`config.mk`:
```
export PLATFORM = sky130hd
export DESIGN_NAME = vc_input_controller
export DESIGN_NICKNAME = d
export VERILOG_FILES = /design/src/rtl/noc_ctrl_pkg.sv /design/src/rtl/rr_arbiter.sv /design/src/rtl/vc_input_controller_chk.sv /design/src/rtl/vc_input_controller.sv
export SDC_FILE = /design/constraint.sdc
export NUM_CORES = 1
export LEC_CHECK = 0
export ABC_AREA = 1
export CAP_MARGIN = 20
export CORE_UTILIZATION = 25
export DETAILED_ROUTE_END_ITERATION = 10
export DONT_BUFFER_PORTS = 1
export PLACE_DENSITY = 0.39
export SYNTH_ARGS = -nofsm -noshare
export SYNTH_HDL_FRONTEND = slang
export SYNTH_HIERARCHICAL = 1
export SYNTH_SLANG_ARGS = --single-unit
```
`constraint.sdc`:
```
create_clock -name clk -period 1.8 [get_ports clk]
set_input_delay 0.36 -clock clk [delete_from_list [all_inputs] [get_ports clk]]
set_output_delay 0.36 -clock clk [all_outputs]
set_load 0.01 [all_outputs]
```
`src/rtl/noc_ctrl_pkg.sv`:
```
// Shared types for the NoC input-port control path: flit type encoding,
// per-input-VC state, and the default output-VC count.
package noc_ctrl_pkg;

    localparam int CN_DEFAULT = 5;

    localparam logic [1:0] HEAD_CODE = 2'b00;
    localparam logic [1:0] BODY_CODE = 2'b01;
    localparam logic [1:0] TAIL_CODE = 2'b10;

    typedef enum logic [1:0] {
        HEAD = HEAD_CODE,
        BODY = BODY_CODE,
        TAIL = TAIL_CODE
    } flit_type_t;

    typedef enum logic [1:0] {
        IDLE   = 2'b00,
        REQ    = 2'b01,
        LOCKED = 2'b10
    } ivc_state_t;

    // True when the 2-bit front-flit code matches the given flit type.
    function automatic logic flit_is(input logic [1:0] code, input flit_type_t t);
        return (code == t);
    endfunction

endpackage

```
`src/rtl/rr_arbiter.sv`:
```
// Round-robin arbiter: one-hot grant from the first requester at or after
// the pointer. The pointer only moves when told which requester finally won,
// so a selection that is still waiting for its downstream grant keeps
// priority where it was.
module rr_arbiter #(
    parameter int N = 2
) (
    input  logic         clk,
    input  logic         rstn,
    input  logic [N-1:0] req,
    input  logic         adv,
    input  logic [N-1:0] adv_gnt,
    output logic [N-1:0] gnt
);

    localparam int PTR_W = (N > 1) ? $clog2(N) : 1;

    logic [PTR_W-1:0] ptr_q;
    logic [PTR_W-1:0] ptr_d;
    logic             found_s;

    // Pick the first requester scanning upward from the pointer, with wrap.
    always_comb begin
        gnt     = '0;
        found_s = 1'b0;
        for (int off = 0; off < N; off++) begin
            for (int j = 0; j < N; j++) begin
                if (!found_s && req[j] && (j == ((int'(ptr_q) + off) % N))) begin
                    gnt[j]  = 1'b1;
                    found_s = 1'b1;
                end else begin
                    gnt[j]  = gnt[j];
                end
            end
        end
    end

    // Next pointer: one past the winner when a grant completes.
    always_comb begin
        ptr_d = ptr_q;
        if (adv) begin
            for (int j = 0; j < N; j++) begin
                if (adv_gnt[j]) begin
                    ptr_d = PTR_W'((j + 1) % N);
                end else begin
                    ptr_d = ptr_d;
                end
            end
        end else begin
            ptr_d = ptr_q;
        end
    end

    // Pointer register.
    always_ff @(posedge clk or negedge rstn) begin
        if (!rstn) begin
            ptr_q <= '0;
        end else begin
            ptr_q <= ptr_d;
        end
    end

endmodule

```
`src/rtl/vc_input_controller_chk.sv`:
```
// Protocol checks for the input-VC controller: flits may only leave an IVC
// that owns an output VC (locked, or being granted this cycle), and at most
// one IVC may be waiting on the VC allocator at a time.
module vc_input_controller_chk #(
    parameter int NIVC = 2
) (
    input logic            clk,
    input logic            rstn,
    input logic            flit_fire,
    input logic [NIVC-1:0] fire_ivc,
    input logic [NIVC-1:0] fire_ok,
    input logic [NIVC-1:0] in_req
);

    a_fire_legal: assert property (@(posedge clk) disable iff (!rstn)
        flit_fire |-> (|(fire_ivc & fire_ok)));

    a_single_req: assert property (@(posedge clk) disable iff (!rstn)
        $onehot0(in_req));

endmodule

```
`src/rtl/vc_input_controller.sv`:
```
// Per-input-port controller for NIVC input virtual channels sharing one
// VC-allocator request port. Each IVC walks IDLE -> REQ -> LOCKED -> IDLE;
// a round-robin arbiter chooses which waiting head may request, the request
// is frozen until granted, and locks are held per IVC until the tail leaves.
// Optionally head requests are gated on downstream credit, with starvation
// statistics kept in hardware.
module vc_input_controller
    import noc_ctrl_pkg::*;
#(
    parameter int NIVC   = 2,
    parameter int CN     = CN_DEFAULT,
    parameter int FC_EN  = 0,
    parameter int FCPL   = 16,
    parameter int CRD_W  = 32,
    parameter int STAT_W = 16
) (
    input  logic                 clk,
    input  logic                 rstn,
    input  logic [NIVC-1:0]      fifo_empty,
    input  logic [2*NIVC-1:0]    flit_type,
    input  logic [CN*NIVC-1:0]   candidate_out_vc,
    output logic [CN-1:0]        req_vc,
    output logic [NIVC-1:0]      req_ivc,
    input  logic [CN-1:0]        sel_out_vc,
    input  logic                 vc_granted,
    output logic [CN*NIVC-1:0]   sel_xb_vc,
    input  logic                 flit_fire,
    input  logic [NIVC-1:0]      fire_ivc,
    input  logic [CRD_W-1:0]     credit_cnt,
    output logic                 crd_starve,
    output logic [STAT_W-1:0]    starve_events,
    output logic [STAT_W-1:0]    starve_cycles
);

    // A head needs room for a whole packet minus the two flits already
    // accounted for by the pipeline.
    localparam logic [CRD_W-1:0] CRD_TH = CRD_W'((FCPL >= 2) ? (FCPL - 2) : 0);

    ivc_state_t          state_q   [NIVC];
    ivc_state_t          state_d   [NIVC];
    logic [CN-1:0]       out_vc_q  [NIVC];
    logic [CN-1:0]       out_vc_d  [NIVC];
    logic [CN-1:0]       req_vc_q, req_vc_d;
    logic [NIVC-1:0]     req_ivc_q, req_ivc_d;
    logic                crd_starve_q, crd_starve_d;
    logic [STAT_W-1:0]   starve_events_q, starve_events_d;
    logic [STAT_W-1:0]   starve_cycles_q, starve_cycles_d;

    logic                credit_ok_s;
    logic                in_req_s;
    logic                blocked_s;
    logic [NIVC-1:0]     waiting_s;
    logic [NIVC-1:0]     locked_s;
    logic [NIVC-1:0]     req_st_s;
    logic [NIVC-1:0]     arb_req_s;
    logic [NIVC-1:0]     arb_gnt_s;
    logic [NIVC-1:0]     fire_ok_s;

    // Qualify each IVC: waiting head, lock/request status, credit gate.
    always_comb begin
        waiting_s = '0;
        locked_s  = '0;
        req_st_s  = '0;
        credit_ok_s = (FC_EN == 0) || (credit_cnt >= CRD_TH);
        for (int i = 0; i < NIVC; i++) begin
            waiting_s[i] = (state_q[i] == IDLE) && !fifo_empty[i]
                           && flit_is(flit_type[2*i +: 2], HEAD);
            locked_s[i]  = (state_q[i] == LOCKED);
            req_st_s[i]  = (state_q[i] == REQ);
        end
        in_req_s  = |req_ivc_q;
        arb_req_s = in_req_s ? '0 : (waiting_s & {NIVC{credit_ok_s}});
        blocked_s = (FC_EN != 0) && (|waiting_s) && !credit_ok_s;
        fire_ok_s = locked_s | (req_st_s & {NIVC{vc_granted}});
    end

    rr_arbiter #(.N(NIVC)) u_arb (
        .clk     (clk),
        .rstn    (rstn),
        .req     (arb_req_s),
        .adv     (in_req_s & vc_granted),
        .adv_gnt (req_ivc_q),
        .gnt     (arb_gnt_s)
    );

    // Per-IVC state transitions and output-VC lock capture/release.
    always_comb begin
        for (int i = 0; i < NIVC; i++) begin
            state_d[i]  = state_q[i];
            out_vc_d[i] = out_vc_q[i];
            case (state_q[i])
                IDLE: begin
                    if (arb_gnt_s[i]) begin
                        state_d[i] = REQ;
                    end else begin
                        state_d[i] = IDLE;
                    end
                end
                REQ: begin
                    if (vc_granted) begin
                        state_d[i]  = LOCKED;
                        out_vc_d[i] = sel_out_vc;
                    end else begin
                        state_d[i]  = REQ;
                    end
                end
                LOCKED: begin
                    if (flit_fire && fire_ivc[i] && flit_is(flit_type[2*i +: 2], TAIL)) begin
                        state_d[i]  = IDLE;
                        out_vc_d[i] = '0;
                    end else begin
                        state_d[i]  = LOCKED;
                    end
                end
                default: begin
                    state_d[i]  = IDLE;
                    out_vc_d[i] = '0;
                end
            endcase
        end
    end

    // Request port: load on selection, freeze until granted, clear otherwise.
    always_comb begin
        req_vc_d  = '0;
        req_ivc_d = '0;
        if (in_req_s) begin
            if (vc_granted) begin
                req_vc_d  = '0;
                req_ivc_d = '0;
            end else begin
                req_vc_d  = req_vc_q;
                req_ivc_d = req_ivc_q;
            end
        end else begin
            req_ivc_d = arb_gnt_s;
            for (int i = 0; i < NIVC; i++) begin
                req_vc_d = req_vc_d | (candidate_out_vc[i*CN +: CN] & {CN{arb_gnt_s[i]}});
            end
        end
    end

    // Credit-starvation flag and saturating statistics.
    always_comb begin
        crd_starve_d = blocked_s;
        if (blocked_s && (starve_cycles_q != {STAT_W{1'b1}})) begin
            starve_cycles_d = starve_cycles_q + STAT_W'(1);
        end else begin
            starve_cycles_d = starve_cycles_q;
        end
        if (blocked_s && !crd_starve_q && (starve_events_q != {STAT_W{1'b1}})) begin
            starve_events_d = starve_events_q + STAT_W'(1);
        end else begin
            starve_events_d = starve_events_q;
        end
    end

    // Crossbar select: held lock, or same-cycle pass-through of a fresh grant
    // so the head can leave in its grant cycle.
    always_comb begin
        sel_xb_vc = '0;
        for (int i = 0; i < NIVC; i++) begin
            if (locked_s[i]) begin
                sel_xb_vc[i*CN +: CN] = out_vc_q[i];
            end else if (req_st_s[i] && vc_granted) begin
                sel_xb_vc[i*CN +: CN] = sel_out_vc;
            end else begin
                sel_xb_vc[i*CN +: CN] = '0;
            end
        end
    end

    // All controller state; reset drops every lock and pending request.
    always_ff @(posedge clk or negedge rstn) begin
        if (!rstn) begin
            for (int i = 0; i < NIVC; i++) begin
                state_q[i]  <= IDLE;
                out_vc_q[i] <= '0;
            end
            req_vc_q        <= '0;
            req_ivc_q       <= '0;
            crd_starve_q    <= 1'b0;
            starve_events_q <= '0;
            starve_cycles_q <= '0;
        end else begin
            for (int i = 0; i < NIVC; i++) begin
                state_q[i]  <= state_d[i];
                out_vc_q[i] <= out_vc_d[i];
            end
            req_vc_q        <= req_vc_d;
            req_ivc_q       <= req_ivc_d;
            crd_starve_q    <= crd_starve_d;
            starve_events_q <= starve_events_d;
            starve_cycles_q <= starve_cycles_d;
        end
    end

    assign req_vc        = req_vc_q;
    assign req_ivc       = req_ivc_q;
    assign crd_starve    = crd_starve_q;
    assign starve_events = starve_events_q;
    assign starve_cycles = starve_cycles_q;

    vc_input_controller_chk #(.NIVC(NIVC)) u_chk (
        .clk       (clk),
        .rstn      (rstn),
        .flit_fire (flit_fire),
        .fire_ivc  (fire_ivc),
        .fire_ok   (fire_ok_s),
        .in_req    (req_st_s)
    );

endmodule

```
==> impl_metrics.json <==
{
  "finalCritPeriodShare_pct": 89.9,
  "syn-instance-count": 181,
  "p_sw_mw": 0.701,
  "vias": 969,
  "via_per_inst": 3.71,
  "rsz0062_at_grt": "no",
  "synth_edf_count": 0,
  "slew_violations": 0,
  "grt.busiest_layer": "met2",
  "cts_made_buffers": 3,
  "io_pins": 109,
  "num-nets-final": 251,
  "dp_slack_ns": 0.142,
  "drt_wl_total_mm": 2.82,
  "final_cell_area_um2": 1470,
  "cts_root_buffer": "clkbuf_8",
  "reg2reg_setup_slack_ns": 0.18,
  "multi_input_area_um2": 644,
  "path_clk_slew_ns": 0.09,
  "drt_iter0_markers": 31,
  "avgSynthCellArea_um2": 7.57,
  "start_util_pct": 26.3,
  "cts.sinks": 22,
  "layout-drive-gt1-share_pct": 15.2,
  "grtUsageTotal_pct": 10.7,
  "hp-class": "primary input to flip-flop",
  "fp.dieH_um": 76.0,
  "htree_levels": 1,
  "power_mw": 1.76,
  "antenna_found_initial": 0,
  "vdd_drop_max_mv": 0.292,
  "synth_ff_type": "dfrtp_1",
  "yosys_warnings": 6,
  "p_int_mw": 1.06,
  "async_reset_ff_share_pct": 100,
  "rows": 26,
  "synth_area_um2": 1370,
  "core_um2": 5200,
  "cp.arrival_ns": 1.83,
  "regArea_um2": 551,
  "dp_hpwl_mm": 2.23,
  "tns_ns": 0,
  "power_density_nw_per_um2": 1200,
  "grt_max_degree": 23,
  "crit_path_start": "req_ivc[1]",
  "max-clock-path-buffers": 2,
  "dr.pass1.iters": 4,
  "timing.critical_path.to": "req_vc[3]",
  "overflow": 0,
  "end_kind": "flip-flop",
  "finalClockSkew_ns": 0.00362,
  "wl_per_cell_um": 10.8,
  "timing.final.crit_period_ns": 1.62,
  "r2r-start": "req_ivc[1]",
  "finalSetupViolations": 0,
  "hold_viol": 0,
  "numPortBuffers": 0,
  "placed_area_um2": 1370,
  "syn_to_final_growth_pct": 7.03,
  "ant_nets": 0,
  "use_met3_pct": 1.92,
  "pwr-share-comb_pct": 35.3,
  "n_fill_cell": 574,
  "p_clk_share_pct": 21.0,
  "r2r_end": "req_vc[3]",
  "gr-usage-met2_pct": 18.2,
  "crit_type": "flip-flop to flip-flop",
  "synthDistinctLibCells": 21,
  "diodes": 0,
  "p_sw_share_pct": 39.8,
  "grt_pass1_wl_mm": 4.80,
  "status": "finished, final reports clean",
  "fmax_ghz": 0.618,
  "worst_ep_required_time_ns": 2.01,
  "grt_use_met1_pct": 12.7,
  "r2r_cells": 9,
  "seq_area_frac_synth_pct": 40.2,
  "clk_latency_ns": 0.27,
  "cp-start-kind": "flip-flop",
  "crit_fanout": 5,
  "seq_power_share_pct": 43.6,
  "tritoncts": "done",
  "die_area_um2": 5780,
  "cap_viol_max_count": 0,
  "routabilityCongestion": 0.709,
  "grt_pass1_vias": 995,
  "fp.dieW_um": 76.0,
  "ys_seq_elements": 22,
  "fin_ws_ns": 0.181,
  "p_leak_nw": 0.824,
  "drc": 0
}
-- per-layer routing --
layer,vias up,share of wire [%]
met1,422,45
met2,39,48
li1,504,-
met3,4,5.1
met5,-,0
met4,0,1.9
-- kinds of logic (layout without fill, tap and decap cells) --
family | after synthesis | after routing | share of synthesized area (%)
other | 1 | 33 | 0.274
buffers and inverters | 47 | 25 | 22.0
and+or+nand+nor | 103 | 103 | 33.1
DFF | 22 | 22 | 40.2
AOI/OAI and AO/OA | 8 | 8 | 4.38
-- worst max-delay path, stage by stage (launching register included) --
cell,delay (ns)
dfrtp_1,0.42
nor2_4,0.15
nand3_1,0.11
nor4_2,0.16
buf_4,0.15
a21boi_0,0.16
inv_1,0.10
nor2_4,0.17
nand2_1,0.07
nand3_1,0.08
-- timing repair --
action,CTS,global route
endpoints found under the hold margin,22,0
buffers inserted,0,0
hold buffers,1,0
endpoints found under the setup margin,0,2
gates resized for setup,0,1
-- synthesized netlist by cell type (2+ instances only) --
library cell / number / area share (%)
nand2_2: 2 / 0.91
nand2_1: 81 / 22
nor2_2: 2 / 0.91
o21ai_0: 3 / 1.1
inv_1: 7 / 1.9
nand3_1: 7 / 2.6
dfrtp_1: 22 / 40
nor4_1: 2 / 0.91
buf_4: 33 / 18
nor2_4: 5 / 4.1
nor2_1: 3 / 0.82
inv_2: 5 / 1.4
-- power groups by stage --
| stage | Clock [mW] | Combinational (mW) | Sequential [mW] |
|---|---|---|---|
| 5_1_grt | 0.400 | 0.725 | 0.791 |
| 2_1_floorplan | 0 | 0.516 | 0.768 |
| 6_report | 0.370 | 0.622 | 0.768 |
| 3_5_place_dp | 0 | 0.614 | 0.778 |
| 3_3_place_gp | 0 | 0.619 | 0.775 |
| 4_1_cts | 0.380 | 0.629 | 0.768 |
-- registers in the layout, indices dropped and copies added, names as in the netlist --
signal	cells
out_vc_q	10
req_ivc	2
req_vc	5
state_q	4
u_arb/ptr_q	1
-- worst min-delay path by stage --
stage / slack [ns] / start / depth (start not counted) / to
after floorplan: 0.06 / rstn / 0 / out_vc_q[0]
after global placement: 0.06 / rstn / 0 / out_vc_q[9]
after detailed placement: 0.06 / rstn / 0 / out_vc_q[5]
after CTS: 0.20 / candidate_out_vc[4] / 2 / req_vc[4]
after global routing: 0.22 / candidate_out_vc[1] / 2 / req_vc[1]
final: 0.21 / candidate_out_vc[0] / 2 / req_vc[0]
-- per-stage QoR --
stage	hold slack [ns]	instances	util, %
after global routing	0.221	261	28.2
after floorplan	0.0644	213	-
after CTS	0.204	260	27.5
after global placement	0.0649	255	26.3
final	0.209	261	28.2
after detailed placement	0.0650	255	26.3
-- layout make-up --
type                    count  share of cell area, %
inverters                  14                   3.67
multi-input cells         144                   43.9
clock buffers               4                   3.75
well taps                  70                   5.97
repair buffers              7                   5.12
flip-flops and latches     22                   37.5
-- cells in the final DEF (no fill, tap or decap) --
cell            n
nand2_1        81
conb_1         33
dfrtp_1        22
inv_1           7
nand3_1         7
inv_2           5
nor2_4          5
buf_4           5
clkbuf_8        4
o21ai_0         3
nor2_1          3
nor2_2          2
nand2_2         2
o21ai_2         1
clkinv_1        1
nor4_2          1
clkinv_2        1
o21ai_4         1
a21oi_1         1
nor4_1          1
nand3_2         1
dlygate4sd3_1   1
buf_16          1
a21boi_1        1
a21boi_0        1
No activity file was read; power rests on OpenSTA's default activity.
